### config.mk
export PLATFORM = sky130hd
export DESIGN_NAME = cic_ctrl
export DESIGN_NICKNAME = d
export VERILOG_FILES = /design/src/rtl/cic_pkg.sv /design/src/rtl/cic_skid_fifo.sv /design/src/rtl/cic_ctrl.sv
export SDC_FILE = /design/constraint.sdc
export NUM_CORES = 1
export LEC_CHECK = 0
export CORE_UTILIZATION = 53
export DETAILED_ROUTE_END_ITERATION = 10
export GPL_ROUTABILITY_DRIVEN = 0
export HOLD_SLACK_MARGIN = 0.03
export PLACE_DENSITY = 0.88
export SLEW_MARGIN = 0
export SYNTH_ARGS = -nofsm -noshare
export SYNTH_HDL_FRONTEND = slang
export SYNTH_SLANG_ARGS = --single-unit
### constraint.sdc
create_clock -name clk -period 5.64 [get_ports clk]
set_input_delay 1.128 -clock clk [delete_from_list [all_inputs] [get_ports clk]]
set_output_delay 1.128 -clock clk [all_outputs]
set_load 0.03 [all_outputs]
### src/rtl/cic_pkg.sv
// Shared types and constants for the CIC decimator control slice.
package cic_pkg;
  localparam int RATIO_W = 16;
  localparam int DATA_W_DEF = 31;

  typedef enum logic [1:0] {
    ST_IDLE    = 2'd0,
    ST_RESTART = 2'd1,
    ST_SETTLE  = 2'd2,
    ST_RUN     = 2'd3
  } cic_state_e;
endpackage

### src/rtl/cic_skid_fifo.sv
// Two-entry valid/ready output buffer with flush and drop report.
module cic_skid_fifo #(
  parameter int W = 31
) (
  input  logic         clk,
  input  logic         rst,
  input  logic         flush,
  input  logic         push,
  input  logic [W-1:0] din,
  input  logic         pop,
  output logic         valid,
  output logic [W-1:0] dout,
  output logic         drop
);
  logic [W-1:0] mem [2];
  logic [1:0]   cnt;
  logic         rd;
  logic         wr;
  logic         do_push;
  logic         do_pop;

  // Write slot is the read slot when empty or full.
  assign wr      = rd ^ cnt[0];
  assign valid   = (cnt != 2'd0);
  assign dout    = mem[rd];
  assign do_pop  = pop & valid;
  assign do_push = push & ((cnt != 2'd2) | do_pop);
  assign drop    = push & ~do_push;

  always_ff @(posedge clk) begin
    if (rst) begin
      cnt    <= 2'd0;
      rd     <= 1'b0;
      mem[0] <= '0;
      mem[1] <= '0;
    end else if (flush) begin
      cnt <= 2'd0;
    end else begin
      if (do_push) mem[wr] <= din;
      if (do_pop) rd <= ~rd;
      cnt <= cnt + {1'b0, do_push} - {1'b0, do_pop};
    end
  end
endmodule

### src/rtl/cic_ctrl.sv
// CIC decimator control: restart/settle FSM, strobe capture, output buffer.
// Optional CIC_CTRL_DROP_CNT_EN adds a saturating drop_cnt output.
module cic_ctrl
  import cic_pkg::*;
#(
  parameter int DATA_W     = DATA_W_DEF,
  parameter int MIN_RATIO  = 2,
  parameter int SETTLE_OUT = 6,
  parameter int RST_CYC    = 2
) (
  input  logic               clk,
  input  logic               rst,
  input  logic               en,
  input  logic               cfg_valid,
  input  logic [RATIO_W-1:0] cfg_ratio,
  output logic               cfg_ready,
  output logic               cfg_err,
  output logic               cic_rst,
  output logic [RATIO_W-1:0] cic_ratio,
  input  logic [DATA_W-1:0]  cic_dout,
  input  logic               cic_dclk,
  output logic               m_valid,
  input  logic               m_ready,
  output logic [DATA_W-1:0]  m_data,
  output logic               ovf,
  input  logic               ovf_clr,
`ifdef CIC_CTRL_DROP_CNT_EN
  output logic [15:0]        drop_cnt,
`endif
  output logic [1:0]         state
);
  localparam int CNT_W = 8;

  cic_state_e       st_q;
  cic_state_e       st_d;
  logic [CNT_W-1:0] cnt_q;
  logic [CNT_W-1:0] cnt_d;
  logic             dclk_q;
  logic             strobe;
  logic             ratio_ok;
  logic             cfg_fire;
  logic             cfg_good;
  logic             push;
  logic             flush;
  logic             drop;

  assign strobe    = cic_dclk & ~dclk_q;
  assign cfg_ready = ~rst & (st_q != ST_RESTART);
  assign cfg_fire  = cfg_valid & cfg_ready;
  assign cfg_good  = cfg_ratio >= RATIO_W'(MIN_RATIO);
  assign cic_rst   = rst | (st_q == ST_IDLE) | (st_q == ST_RESTART);
  assign state     = st_q;

  always_comb begin
    st_d  = st_q;
    cnt_d = cnt_q;
    push  = 1'b0;
    flush = 1'b0;
    if (!en) begin
      st_d  = ST_IDLE;
      flush = 1'b1;
    end else if (cfg_fire && cfg_good) begin
      // A new ratio invalidates any strobe in flight.
      st_d  = ST_RESTART;
      cnt_d = '0;
      flush = 1'b1;
    end else begin
      unique case (st_q)
        ST_IDLE: begin
          if (ratio_ok) begin
            st_d  = ST_RESTART;
            cnt_d = '0;
          end
        end
        ST_RESTART: begin
          if (cnt_q == CNT_W'(RST_CYC - 1)) begin
            st_d  = ST_SETTLE;
            cnt_d = '0;
          end else begin
            cnt_d = cnt_q + 1'b1;
          end
        end
        ST_SETTLE: begin
          if (strobe) begin
            if (cnt_q == CNT_W'(SETTLE_OUT - 1)) begin
              st_d  = ST_RUN;
              cnt_d = '0;
            end else begin
              cnt_d = cnt_q + 1'b1;
            end
          end
        end
        ST_RUN: push = strobe;
        default: st_d = ST_IDLE;
      endcase
    end
  end

  always_ff @(posedge clk) begin
    if (rst) begin
      st_q      <= ST_IDLE;
      cnt_q     <= '0;
      dclk_q    <= 1'b0;
      ratio_ok  <= 1'b0;
      cic_ratio <= '0;
      cfg_err   <= 1'b0;
      ovf       <= 1'b0;
    end else begin
      st_q    <= st_d;
      cnt_q   <= cnt_d;
      dclk_q  <= cic_dclk;
      cfg_err <= cfg_fire & ~cfg_good;
      if (cfg_fire && cfg_good) begin
        cic_ratio <= cfg_ratio;
        ratio_ok  <= 1'b1;
      end
      if (drop) ovf <= 1'b1;
      else if (ovf_clr) ovf <= 1'b0;
    end
  end

`ifdef CIC_CTRL_DROP_CNT_EN
  always_ff @(posedge clk) begin
    if (rst) begin
      drop_cnt <= '0;
    end else if (ovf_clr) begin
      drop_cnt <= {15'd0, drop};
    end else if (drop && drop_cnt != 16'hFFFF) begin
      drop_cnt <= drop_cnt + 16'd1;
    end
  end
`endif

  cic_skid_fifo #(.W(DATA_W)) u_fifo (
    .clk   (clk),
    .rst   (rst),
    .flush (flush),
    .push  (push),
    .din   (cic_dout),
    .pop   (m_ready),
    .valid (m_valid),
    .dout  (m_data),
    .drop  (drop)
  );
endmodule

==> impl.org <==
** Outcome
- Outcome :: complete, no violations

** Clock network
- Post-CTS clock slew at the launch and capture registers of the worst setup and hold paths :: 0.09 ns
- Hold buffers post-CTS :: 0
- TritonCTS built the clock tree.
- Clock root buffer :: sky130_fd_sc_hd__clkbuf_8
- The H-tree was split into 3 levels.
- The number of clock buffers added by TritonCTS is 9.
- Resized cells post-CTS :: 0
- Insertion delay of the later-clocked pin in the worst-skew pair :: 0.35 ns
- Clock Sinks :: 96
- The number of setup buffers added after CTS is 0.
- Maximum count of clock buffers along a single path :: 2

** Worst setup path
- STA classifies the critical path endpoint as a register.
- The number of cells on the worst reg-to-reg path is 7.
- In this run the worst setup path begins at rst.
- For flop-to-flop paths, the worst setup slack is 2.38 ns.
- Worst Path Required :: around 5.6 ns
- The worst setup path is launched from an input port.
- Timing endpoint of the critical path :: u_fifo.mem[0][6]$_SDFFCE_PN0P_
- Highest fanout seen on the critical path :: 32
- Data arrives at the worst endpoint at 3.98 ns.
- In this run the critical register-to-register path is launched from state[0]$_SDFFE_PP0P_.
- The endpoint identified for the worst register-to-register timing path is u_fifo.mem[0][6]$_SDFFCE_PN0P_.
- The critical path is of the input port to register type.

** Layout
- After routing the design area is 5750 um2.
- The library cell used most frequently in the layout, excluding fill and tap cells, is sky130_fd_sc_hd__clkdlybuf4s50_1.
- In the final layout, the share of cells above drive strength 1 is 0.138.
- At the end of the flow the core is filled with cells to 0.729.
- Final-stage net count :: 537
- Antenna fix cells :: 0
- Final instance count without filler cells :: 580
- Area growth from synthesis to final layout :: 30.9%
- Commonest non-fill, non-tap cells in the layout :: 107 x sky130_fd_sc_hd__clkdlybuf4s50_1, 69 x sky130_fd_sc_hd__and2_1, 62 x sky130_fd_sc_hd__edfxtp_1

** Die
- The die covers 8650 um2.
- The die is 93 um wide.
- 108 I/O pins were placed.
- Core Area :: roughly 7900 um2
- In this run the vertical extent of the chip is 93 um.
- Initial standard-cell utilization of the core :: 0.556
- Row generation in the floorplan step produced 32 rows.

** Synth
- Yosys mapped the design onto 43 distinct sky130hd cell types.
- Post-synthesis instance area :: 4390 um2
- Of all flip-flops after synthesis, the portion carrying an async set or reset was 0.
- Sequential share of the synthesized area :: 0.579
- The biggest area contributor in the post-synthesis netlist is sky130_fd_sc_hd__edfxtp_1.
- The synthesized design contains 62 enable-type register cells.
- Syn Inst Count :: between 300 and 400
- After synthesis, the cell types taking the most area are sky130_fd_sc_hd__edfxtp_1 42%, sky130_fd_sc_hd__dfxtp_1 16%, sky130_fd_sc_hd__and2_1 9.8%.
- Nets in the synthesized netlist :: between 400 and 500
- Top-area cell type share of the netlist area :: 0.424
- Commonest register cell after synthesis :: sky130_fd_sc_hd__edfxtp_1
- Synthesized flop and latch total :: 96
- The Yosys step of the flow raised 0 warnings.
- Each instance of the synthesized netlist takes up on average about 12 um2.

** Place
- The number of placed instances, taps included, is about 560.
- The HPWL after detailed placement is 6.47 mm.
- Cell Area, Placed :: 5520 um2
- During placement, the flow inserted port buffers numbering between 100 and 150.

** Global routing
- The initial antenna violation count is 0.
- Pin count of the biggest net entering global routing :: 33
- The number of global-route vias before repair came to roughly 3200.
- GRT Residual Overflow :: 0
- The first global-routing pass estimated 14.6 mm of wire.
- Across every metal layer, demand over resource in global routing totals 0.220.

** Drt
- After detailed routing, the number of remaining DRC violations is 0.
- Summed over all layers, the routed wires come to 9.37 mm.
- Vias per cell :: 5.51
- Starting DRC count in detailed routing :: between 100 and 150
- Number of vias after detailed routing :: 3197
- Number of iterations in the first detailed-routing pass :: 4
- Average routed wire per standard cell :: 16.2 um
- The detail route stage leaves a number of antenna-violating nets equal to 0.

** Timing
- The total count of max-transition violations in the final report came to 0.
- Relative slew slack :: 0.276
- Across the routed clock network, the largest skew measured is 0.0112 ns.
- At the pin with the least slew margin, the transition time is 1.09 ns.
- The number of hold violations in the final report is 0.
- Timing would allow up to around 250 MHz.
- Setup-violating endpoint count in the final report :: 0
- Setup repair after global routing left no endpoint under its margin.
- Setup total negative slack on the finished layout was measured at 0 ns.
- Tmin final :: approximately 4 ns
- Of the available clock period, the critical path in the final layout requires 0.709.
- On the final layout, the worst hold slack is 0.458 ns.

** Power and ir drop
- The worst-case IR drop observed on VDD is 0.000128 V.
- Leak pwr :: 0.00212 uW
- Power spread over the standard cell area amounts to 250 nW/um2.

** Flow run
- Max-cap violations in this run came to 0.

** Hold path
- Type of the most critical hold path :: register to register
## cell usage after synthesis (2+ instances only)
master / number
sky130_fd_sc_hd__edfxtp_1: 62
sky130_fd_sc_hd__and2_1: 69
sky130_fd_sc_hd__a32oi_1: 5
sky130_fd_sc_hd__a211oi_1: 2
sky130_fd_sc_hd__clkbuf_1: 8
sky130_fd_sc_hd__nor2_1: 5
sky130_fd_sc_hd__dfxtp_1: 34
sky130_fd_sc_hd__mux2_2: 31
sky130_fd_sc_hd__nand4_1: 2
sky130_fd_sc_hd__nor4_2: 3
sky130_fd_sc_hd__or3_1: 3
sky130_fd_sc_hd__o21ai_0: 5
sky130_fd_sc_hd__xnor2_1: 2
sky130_fd_sc_hd__nand3b_1: 2
sky130_fd_sc_hd__a21oi_1: 20
sky130_fd_sc_hd__buf_6: 4
sky130_fd_sc_hd__buf_1: 3
sky130_fd_sc_hd__nor3_1: 5
sky130_fd_sc_hd__or2_2: 6
sky130_fd_sc_hd__nand2_1: 42
sky130_fd_sc_hd__o31ai_1: 4
sky130_fd_sc_hd__inv_1: 10
sky130_fd_sc_hd__xor2_1: 2
sky130_fd_sc_hd__nor2b_1: 4
sky130_fd_sc_hd__ha_1: 10
sky130_fd_sc_hd__nand3_1: 3
sky130_fd_sc_hd__nor4_4: 2
sky130_fd_sc_hd__nand2b_1: 5
## registers in the layout, summed over array words and instances, names as in the netlist, named ones only
| signal | count |
|---|---|
| u_fifo.mem | 62 |
| cic_ratio | 16 |
| state | 2 |
| cnt_q | 8 |
| cfg_err | 1 |
| u_fifo.rd | 1 |
| u_fifo.cnt | 2 |
| dclk_q | 1 |
| ratio_ok | 1 |
| ovf | 1 |
## per-stage QoR
step / worst slack [ns] / total power [uW]
global route: 1.40 / 1480
finish: 1.64 / 1440
detailed placement: 1.28 / 951
global placement: 1.40 / 948
floorplan: 2.32 / 866
CTS: 1.63 / 1440
## cell type report
class | instances | area (um2)
Clock buffer | 9 | 124
Clock inverter | 7 | 104
Fill cell | 516 | 2140
Inverter | 10 | 37.5
Multi-Input combinational cell | 245 | 1710
Sequential cell | 96 | 2540
Tap cell | 102 | 128
Timing Repair Buffer | 111 | 1100
## per-layer routing
layer,share of wire,GRT usage
met5,0,0
met4,0.020,0.0923
met3,0.068,0.0455
met2,0.50,0.382
met1,0.41,0.266
## critical path: stages
cell and delay (ns):
sky130_fd_sc_hd__clkdlybuf4s50_1 0.47, sky130_fd_sc_hd__buf_4 0.28, sky130_fd_sc_hd__nor2_1 0.12, sky130_fd_sc_hd__and2_1 0.25, sky130_fd_sc_hd__and2_1 0.41, sky130_fd_sc_hd__nor4_4 0.34, sky130_fd_sc_hd__buf_4 0.30, sky130_fd_sc_hd__or2_2 0.64
## how the worst min path moves through the flow
stage / from / to / slack, ns / cells past startpoint
floorplan: ratio_ok$_SDFFE_PP0N_ / ratio_ok$_SDFFE_PP0N_ / 0.44 / 2
global placement: cic_ratio[13]$_SDFFE_PP0N_ / cic_ratio[13]$_SDFFE_PP0N_ / 0.44 / 2
detailed placement: cic_ratio[13]$_SDFFE_PP0N_ / cic_ratio[13]$_SDFFE_PP0N_ / 0.45 / 2
CTS: cic_ratio[13]$_SDFFE_PP0N_ / cic_ratio[13]$_SDFFE_PP0N_ / 0.46 / 2
global route: cic_ratio[8]$_SDFFE_PP0N_ / cic_ratio[8]$_SDFFE_PP0N_ / 0.48 / 2
finish: cic_ratio[13]$_SDFFE_PP0N_ / cic_ratio[13]$_SDFFE_PP0N_ / 0.46 / 2
## power by group
group	leakage [uW]	switching [uW]	internal (uW)
sequential	0.000916	8.61	767
combinational	0.00110	84.7	75.7
clock	0.000108	246	255
## cell families (layout without fill, tap and decap cells)
kind of cell    after synthesis  in the layout  share of synthesized area
xor+xnor                      4              4                    0.00798
flops                        96             96                      0.579
buf+inv                      27            137                     0.0311
compound gates               42             42                     0.0607
mux                          32             32                     0.0818
fa+ha+maj                    10             10                     0.0285
simple gates                157            157                      0.211
Note: power is estimated with default switching activity, not from simulation.
